--- src/rtl/wb_regfile.sv ---
// Write-back stage and architectural register file of the 5-stage MIPS pipeline.
// Commits MEM/WB writes, serves two bypassed ID read ports, and executes halt/display syscalls.
module wb_regfile #(
    parameter int DATA_W    = 32,
    parameter int HALT_CODE = 10,
    parameter int V0_IDX    = 2,
    parameter int A0_IDX    = 4
) (
    input  logic              clk,
    input  logic              rst,
    input  logic              wb_syscall,
    input  logic              wb_we,
    input  logic [4:0]        wb_rw,
    input  logic [DATA_W-1:0] wb_data,
    input  logic [4:0]        ra1,
    input  logic [4:0]        ra2,
    output logic [DATA_W-1:0] rd1,
    output logic [DATA_W-1:0] rd2,
    output logic              halt,
    output logic              disp_valid,
    output logic [DATA_W-1:0] disp_data,
    output logic [31:0]       cycle_cnt
);

    localparam logic STATE_RUN  = 1'b0;
    localparam logic STATE_HALT = 1'b1;

    localparam logic [4:0]        V0_ADDR   = 5'(V0_IDX);
    localparam logic [4:0]        A0_ADDR   = 5'(A0_IDX);
    localparam logic [DATA_W-1:0] HALT_WORD = DATA_W'(HALT_CODE);

    logic              state;
    logic [DATA_W-1:0] regs [32];
    logic [4:0]        port_addr [4];
    logic [DATA_W-1:0] port_data [4];
    logic [DATA_W-1:0] v0_eff;
    logic [DATA_W-1:0] a0_eff;
    logic              run_we;

    assign run_we = (state == STATE_RUN) && wb_we;

    assign port_addr[0] = ra1;
    assign port_addr[1] = ra2;
    assign port_addr[2] = V0_ADDR;
    assign port_addr[3] = A0_ADDR;

    // The syscall code/argument share the bypassed read path with the ID ports,
    // so a syscall sees a write arriving in the same bundle.
    always_comb begin
        for (int i = 0; i < 4; i++) begin
            port_data[i] = regs[port_addr[i]];
            if (port_addr[i] == 5'd0) begin
                port_data[i] = '0;
            end else if (run_we && (wb_rw == port_addr[i])) begin
                port_data[i] = wb_data;
            end
        end
    end

    assign rd1    = port_data[0];
    assign rd2    = port_data[1];
    assign v0_eff = port_data[2];
    assign a0_eff = port_data[3];
    assign halt   = (state == STATE_HALT);

    always_ff @(posedge clk) begin
        if (rst) begin
            for (int i = 0; i < 32; i++) begin
                regs[i] <= '0;
            end
            state      <= STATE_RUN;
            disp_valid <= 1'b0;
            disp_data  <= '0;
            cycle_cnt  <= '0;
        end else begin
            disp_valid <= 1'b0;
            if (state == STATE_RUN) begin
                if (run_we && (wb_rw != 5'd0)) begin
                    regs[wb_rw] <= wb_data;
                end
                // Counter saturates rather than wrapping so a long run never reads as short.
                if (cycle_cnt != 32'hFFFF_FFFF) begin
                    cycle_cnt <= cycle_cnt + 32'd1;
                end
                if (wb_syscall) begin
                    if (v0_eff == HALT_WORD) begin
                        state <= STATE_HALT;
                    end else begin
                        disp_data  <= a0_eff;
                        disp_valid <= 1'b1;
                    end
                end
            end
        end
    end

endmodule

--- config.mk ---
export PLATFORM = sky130hd
export DESIGN_NAME = wb_regfile
export DESIGN_NICKNAME = d
export VERILOG_FILES = /design/src/rtl/wb_regfile.sv
export SDC_FILE = /design/constraint.sdc
export NUM_CORES = 2
export LEC_CHECK = 0
export ABC_CLOCK_PERIOD_IN_PS = 2600
export BUFFER_PORTS_ARGS = -buffer_cell sky130_fd_sc_hd__buf_2
export CAP_MARGIN = 20
export CORE_MARGIN = 3
export CORE_UTILIZATION = 60
export CTS_CLUSTER_DIAMETER = 120
export DETAILED_ROUTE_END_ITERATION = 8
export HOLD_SLACK_MARGIN = 0.08
export PLACE_DENSITY = 0.77
export SYNTH_ARGS = -nofsm -noshare
export SYNTH_HDL_FRONTEND = slang
export SYNTH_SLANG_ARGS = --single-unit
--- constraint.sdc ---
create_clock -name clk -period 2.6 [get_ports clk]
set_input_delay 0.26 -clock clk [delete_from_list [all_inputs] [get_ports clk]]
set_output_delay 0.26 -clock clk [all_outputs]
set_load 0.03 [all_outputs]
* After elaboration in Yosys (flattened, before gate mapping)
Memories as Yosys holds them, arrays and structs flattened. A register that Yosys moved wholly into a read port is not among the register bits.
Index checks and enable logic that the tools add are counted.
** Storage, ports and cells
- Bits in registers :: 34
- RAM bits :: 1024
- Input bits :: 51
- Word-level logic and storage cells :: 43
- Memories :: 1
** Operators by class
- Add/sub/neg operators :: 1
- Equal/unequal tests :: 5
- Multiplexer cells :: 18
- Bitwise logic cells :: 3
- Reduce and logical (&&, ||, !) cells :: 12
** Memory list
- regs :: depth 32, bits a word 32, read ports 4, clocked after memory_dff 1, wr ports 32, RTL line 33 : logic [DATA_W-1:0] regs [32];
** Operators with widths (number)
- 32-bit 2-to-1 mux :: 6
- 32-bit by 1-bit adder with 32-bit output (second input constant) :: 1
- 32-bit by 4-bit equality test with 1-bit output (second input constant) :: 1
- 32-bit inequality test (second input constant) :: 1
- 32-bit OR reduction :: 1
- 1-bit 2-to-1 mux :: 11
- 5-bit equality test :: 2
- 5-bit logical NOT :: 2
- 5-bit by 2-bit equality test with 1-bit output (second input constant) :: 1
- 1-bit logical AND :: 5
- 5-bit 2-to-1 mux :: 1
- 5-bit nonzero test :: 1
- 1-bit NOT :: 3
- 3-bit AND reduction :: 1
- 3-bit OR reduction :: 1
- 2-bit AND reduction :: 1

* Logic depth before layout (Yosys ltp)
- Depth after elaboration :: 9
- Gate-level depth with buffers :: 10
- Gate-level depth less buffers :: 7

* Worst setup path after synthesis
No wires, ideal clock.
- Path kind :: in2out
- From :: input ra1[0]
- To :: output rd1[17]
- Arrival :: 2.315 ns
- Data required time :: 2.340 ns
- Setup slack :: 0.025 ns
- Cell stages on the path :: 9
- Path buffers :: 4
- Cells stage by stage :: buf_4 > buf_6 > buf_6 > buf_6 > mux2i_1 > a221o_1 > a211oi_1 > nor2_1 > nor3_1
** Between the ends
- Word-level cells in the longest chain between the ends :: 4
- Elaborated cells on any way between the ends :: 6
** RTL lines
- start: declaration :: RTL line 15 : input logic [4:0] ra1,
- branches (longest 3 deep; another with memory 32 x 32 bit)
- 32-bit 2-to-1 mux * :: RTL line 52 : if (port_addr[i] == 5'd0) begin
- end: declaration :: RTL line 17 : output logic [DATA_W-1:0] rd1,
Mark *: on every way between the ends.

==> flow_metrics.py <==
metrics = {
    "logic_synthesis": {
        "synthCells": 4210,
        "ys_seq_area_share_pct": 54.78,
        "ys_warn_count": 0,
        "async_flop_share_pct": 0,
        "syn_area_per_cell_um2": 13.91,
        "synth_ff_type": "edfxtp_1",
        "ys_types": 69,
        "synth-edff-count": 1024,
        "synth_area_um2": 58540,
        "synth_seq_cells": 1090,
    },
    "clock_network": {
        "cts_root_buf": "clkbuf_16",
        "clkLatencyLatePin_ns": 0.73,
        "cts_tree": "yes",
        "path_clk_slew_ns": 0.06,
        "h-tree-depth": 3,
        "clockBufferDepth": 3,
        "cts.sinks": 1090,
        "cts_made_buffers": 112,
    },
    "critical_path": {
        "reg2reg_slack_ns": 0.12,
        "arrival_ns": 2.80,
        "critPathMaxFanout": 2,
        "slowest_stage": "mux4_2",
        "cp-start-kind": "flop",
        "r2r_cells": 11,
        "path_class": "reg2out",
        "reg2reg_to": "disp_data[15]",
        "end_kind": "output port",
        "worstSetupEndpoint": "rd1[12]",
        "path_buf_inv": 2,
        "crit_path_max_incr_delay_ns": 0.48,
        "path_cells": "mux4_2, and2_4, a211oi_2, buf_4, a21oi_2, a221o_2, buf_6",
        "worstPathRequired_ns": 2.34,
        "crit_start": "regs[0][12]",
        "reg2reg_from": "regs[2][17]",
        "cp_top_family": "compound AO/OA/AOI/OAI gates",
        "critical_path_cell_count": 7,
    },
    "die": {
        "core_area_um2": 95860,
        "chipHeight_um": 318.4,
        "start_util_pct": 61.07,
        "rows": 113,
        "ios": 181,
        "dieArea_um2": 101400,
        "die_w_um": 318.4,
    },
    "drt": {
        "drt_iter0_drc": 7754,
        "wl_per_cell_um": 33.97,
        "firstDrtPassIters": 7,
        "viasPerCell": 7.179,
        "drt_wl_total_um": 208000,
        "drc": 0,
        "ant_nets": 0,
        "vias": 43970,
    },
    "grt": {
        "antenna_found_initial": 13,
        "gr-total-overflow": 0,
        "grt_pass1_vias": 43390,
        "globalRouteTotalUtil_pct": 40.35,
        "grt_pass1_wl_um": 296900,
        "grt_max_degree": 130,
    },
    "sta": {
        "fin_crit_sh_pct": 117.8,
        "fin_ws_ns": -0.4630,
        "max-slew-margin-rel_pct": 36.06,
        "fin_setup_tns_ns": -18.79,
        "finalSetupViolCount": 64,
        "clock_skew_ns": 0.02306,
        "worstMarginPinSlew_ns": 0.9571,
        "max_freq_mhz": 326.5,
        "fin_crit_ns": 3.063,
        "slew_violations": 0,
        "grt_setup_unrepaired": "true",
        "hold_viol_final": 0,
    },
    "placed_design": {
        "place_inst": 5842,
        "dp_hpwl_um": 136300,
        "portBuffers": 180,
        "gp_congestion": 0.9853,
    },
    "hold_path": {
        "hold_path_class": "in2reg",
    },
    "status": {
        "violations": "negative setup slack",
        "status": "finished, violations left",
    },
    "layout": {
        "layout-drive-gt1-share_pct": 37.73,
        "instances_no_fill": 6124,
        "fin_nets": 4813,
        "finish.utilization_pct": 75.00,
        "area_growth_pct": 22.81,
        "fillers": 5623,
    },
    "power_and_ir_drop": {
        "powerDensity_nw_per_um2": 599.5,
        "ir_drop_uv": 629.6,
        "p_leak_nw": 27.08,
    },
    "flow_run": {
        "max_cap_violations": 0,
    },
}
==> power by group <==
part | switching [W] | internal, W
Combinational | 0.00399 | 0.00294
Clock | 0.00704 | 0.00890
Sequential | 0.000399 | 0.0198
==> through the flow <==
| stage | area [um^2] | worst slack [ns] | power, W | hold WS, ns |
|---|---|---|---|---|
| 3_5_place_dp | 65280 | -1.017 | 0.02643 | 0.4890 |
| 2_1_floorplan | 58660 | 0.02467 | 0.02366 | 0.4005 |
| 3_3_place_gp | 65280 | -1.116 | 0.02632 | 0.4836 |
| 6_report | 71900 | -0.4630 | 0.04310 | 0.1552 |
| 4_1_cts | 71120 | -0.4491 | 0.04263 | 0.1140 |
| 5_1_grt | 71890 | -0.5042 | 0.04396 | 0.1448 |
==> cell usage after synthesis (26+ instances only) <==
master / number / share of area [%]
a211oi_1: 82 / 1.1
a21oi_1: 95 / 0.81
a221o_1: 34 / 0.58
a221oi_1: 51 / 0.76
a22oi_1: 65 / 0.83
and2_1: 1028 / 11
buf_2: 55 / 0.47
clkbuf_1: 309 / 2.0
dfxtp_1: 66 / 2.3
edfxtp_1: 1024 / 53
mux2i_1: 187 / 3.2
mux4_2: 426 / 16
nand2_1: 79 / 0.51
nand3_1: 36 / 0.31
nor2_1: 155 / 0.99
nor2b_1: 26 / 0.28
nor3_1: 41 / 0.35
o21ai_0: 58 / 0.50
o22ai_1: 54 / 0.58
or2_2: 31 / 0.33
==> registers in the layout, indices dropped and copies added, names as in the netlist <==
register / flops
regs: 1024
cycle_cnt: 32
disp_data: 32
disp_valid: 1
halt: 1
==> worst register-to-register path, cell delays in order, from the launching register on <==
cell and delay [ns]:
edfxtp_1 0.41, buf_4 0.15, buf_4 0.12, nor4_1 0.35
buf_4 0.21, nand4_1 0.09, buf_4 0.18, nor2_1 0.08
buf_4 0.14, a2111oi_4 0.10, buf_12 0.21, a211oi_1 0.31
==> kinds of logic after synthesis <==
family | Yosys count | share of synthesized area (%)
DFF | 1090 | 54.78
AOI/OAI and AO/OA | 528 | 6.504
adders and majority gates | 1 | 0.02137
other | 1 | 0.006406
buffers and inverters | 436 | 3.330
and+or+nand+nor | 1489 | 14.92
xor gates and xnor gates | 35 | 0.5236
muxes | 630 | 19.91
==> how the worst min path moves through the flow <==
| stage | startpoint | end | cells after the start |
|---|---|---|---|
| finish | wb_data[4] | regs[6][4] | 3 |
| CTS | wb_data[4] | regs[6][4] | 3 |
| global route | wb_data[4] | regs[2][4] | 3 |
| floorplan | wb_syscall | halt | 2 |
| global placement | cycle_cnt[30] | cycle_cnt[30] | 2 |
| detailed placement | disp_data[8] | disp_data[8] | 2 |
==> area by class of cell <==
class	instances	area, um^2	area share, %
flip-flops and latches	1090	32070	44.61
multi-input cells	2715	26640	37.06
repair buffers	832	7974	11.09
clock buffers	143	3022	4.203
well taps	1265	1583	2.201
clock inverters	65	550.5	0.7657
inverters	10	38.79	0.05395
diodes	4	10.01	0.01392
==> metal layers <==
metal	vias up	GRT usage [%]	share of wire, %
li1	17220	-	-
met5	-	0	0.035
met4	10	23.92	7.4
met1	21610	52.82	33
met3	967	12.91	16
met2	4165	59.53	44
==> timing repair <==
action                                  in CTS  in global routing
hold buffers                                 2                  0
hold endpoints to repair                    12                  0
buffers inserted                            65                 32
resized for setup                          472                118
cloned                                       1                  0
pin swaps                                  164                 87
endpoints found under the setup margin      64                 65
==> placed cells by master (no fill, tap or decap), drive strengths merged, types with 7 or more instances in the layout <==
master / netlist / routed
a221oi: 51 / 51
nor3: 41 / 41
inv: 10 / 14
nand3: 36 / 36
a22oi: 65 / 65
o22ai: 54 / 54
mux2i: 187 / 187
a211o: 8 / 8
clkinvlp: 0 / 7
o211ai: 7 / 7
clkinv: 0 / 47
a21oi: 95 / 95
or3: 8 / 8
nor4: 17 / 17
clkbuf: 309 / 143
dfxtp: 66 / 66
a211oi: 99 / 99
conb: 1 / 32
nor2b: 26 / 26
nand3b: 7 / 7
mux4: 426 / 426
nand2: 79 / 79
and2: 1028 / 1028
buf: 117 / 830
o21ai: 61 / 61
mux2: 17 / 17
nand2b: 13 / 13
xnor2: 11 / 11
edfxtp: 1024 / 1024
a221o: 34 / 34
or2: 31 / 31
bufinv: 0 / 7
nand4: 24 / 24
o221ai: 8 / 8
a31oi: 8 / 8
nor2: 156 / 156
xor2: 24 / 24
No activity file was read; power rests on OpenSTA's default activity.
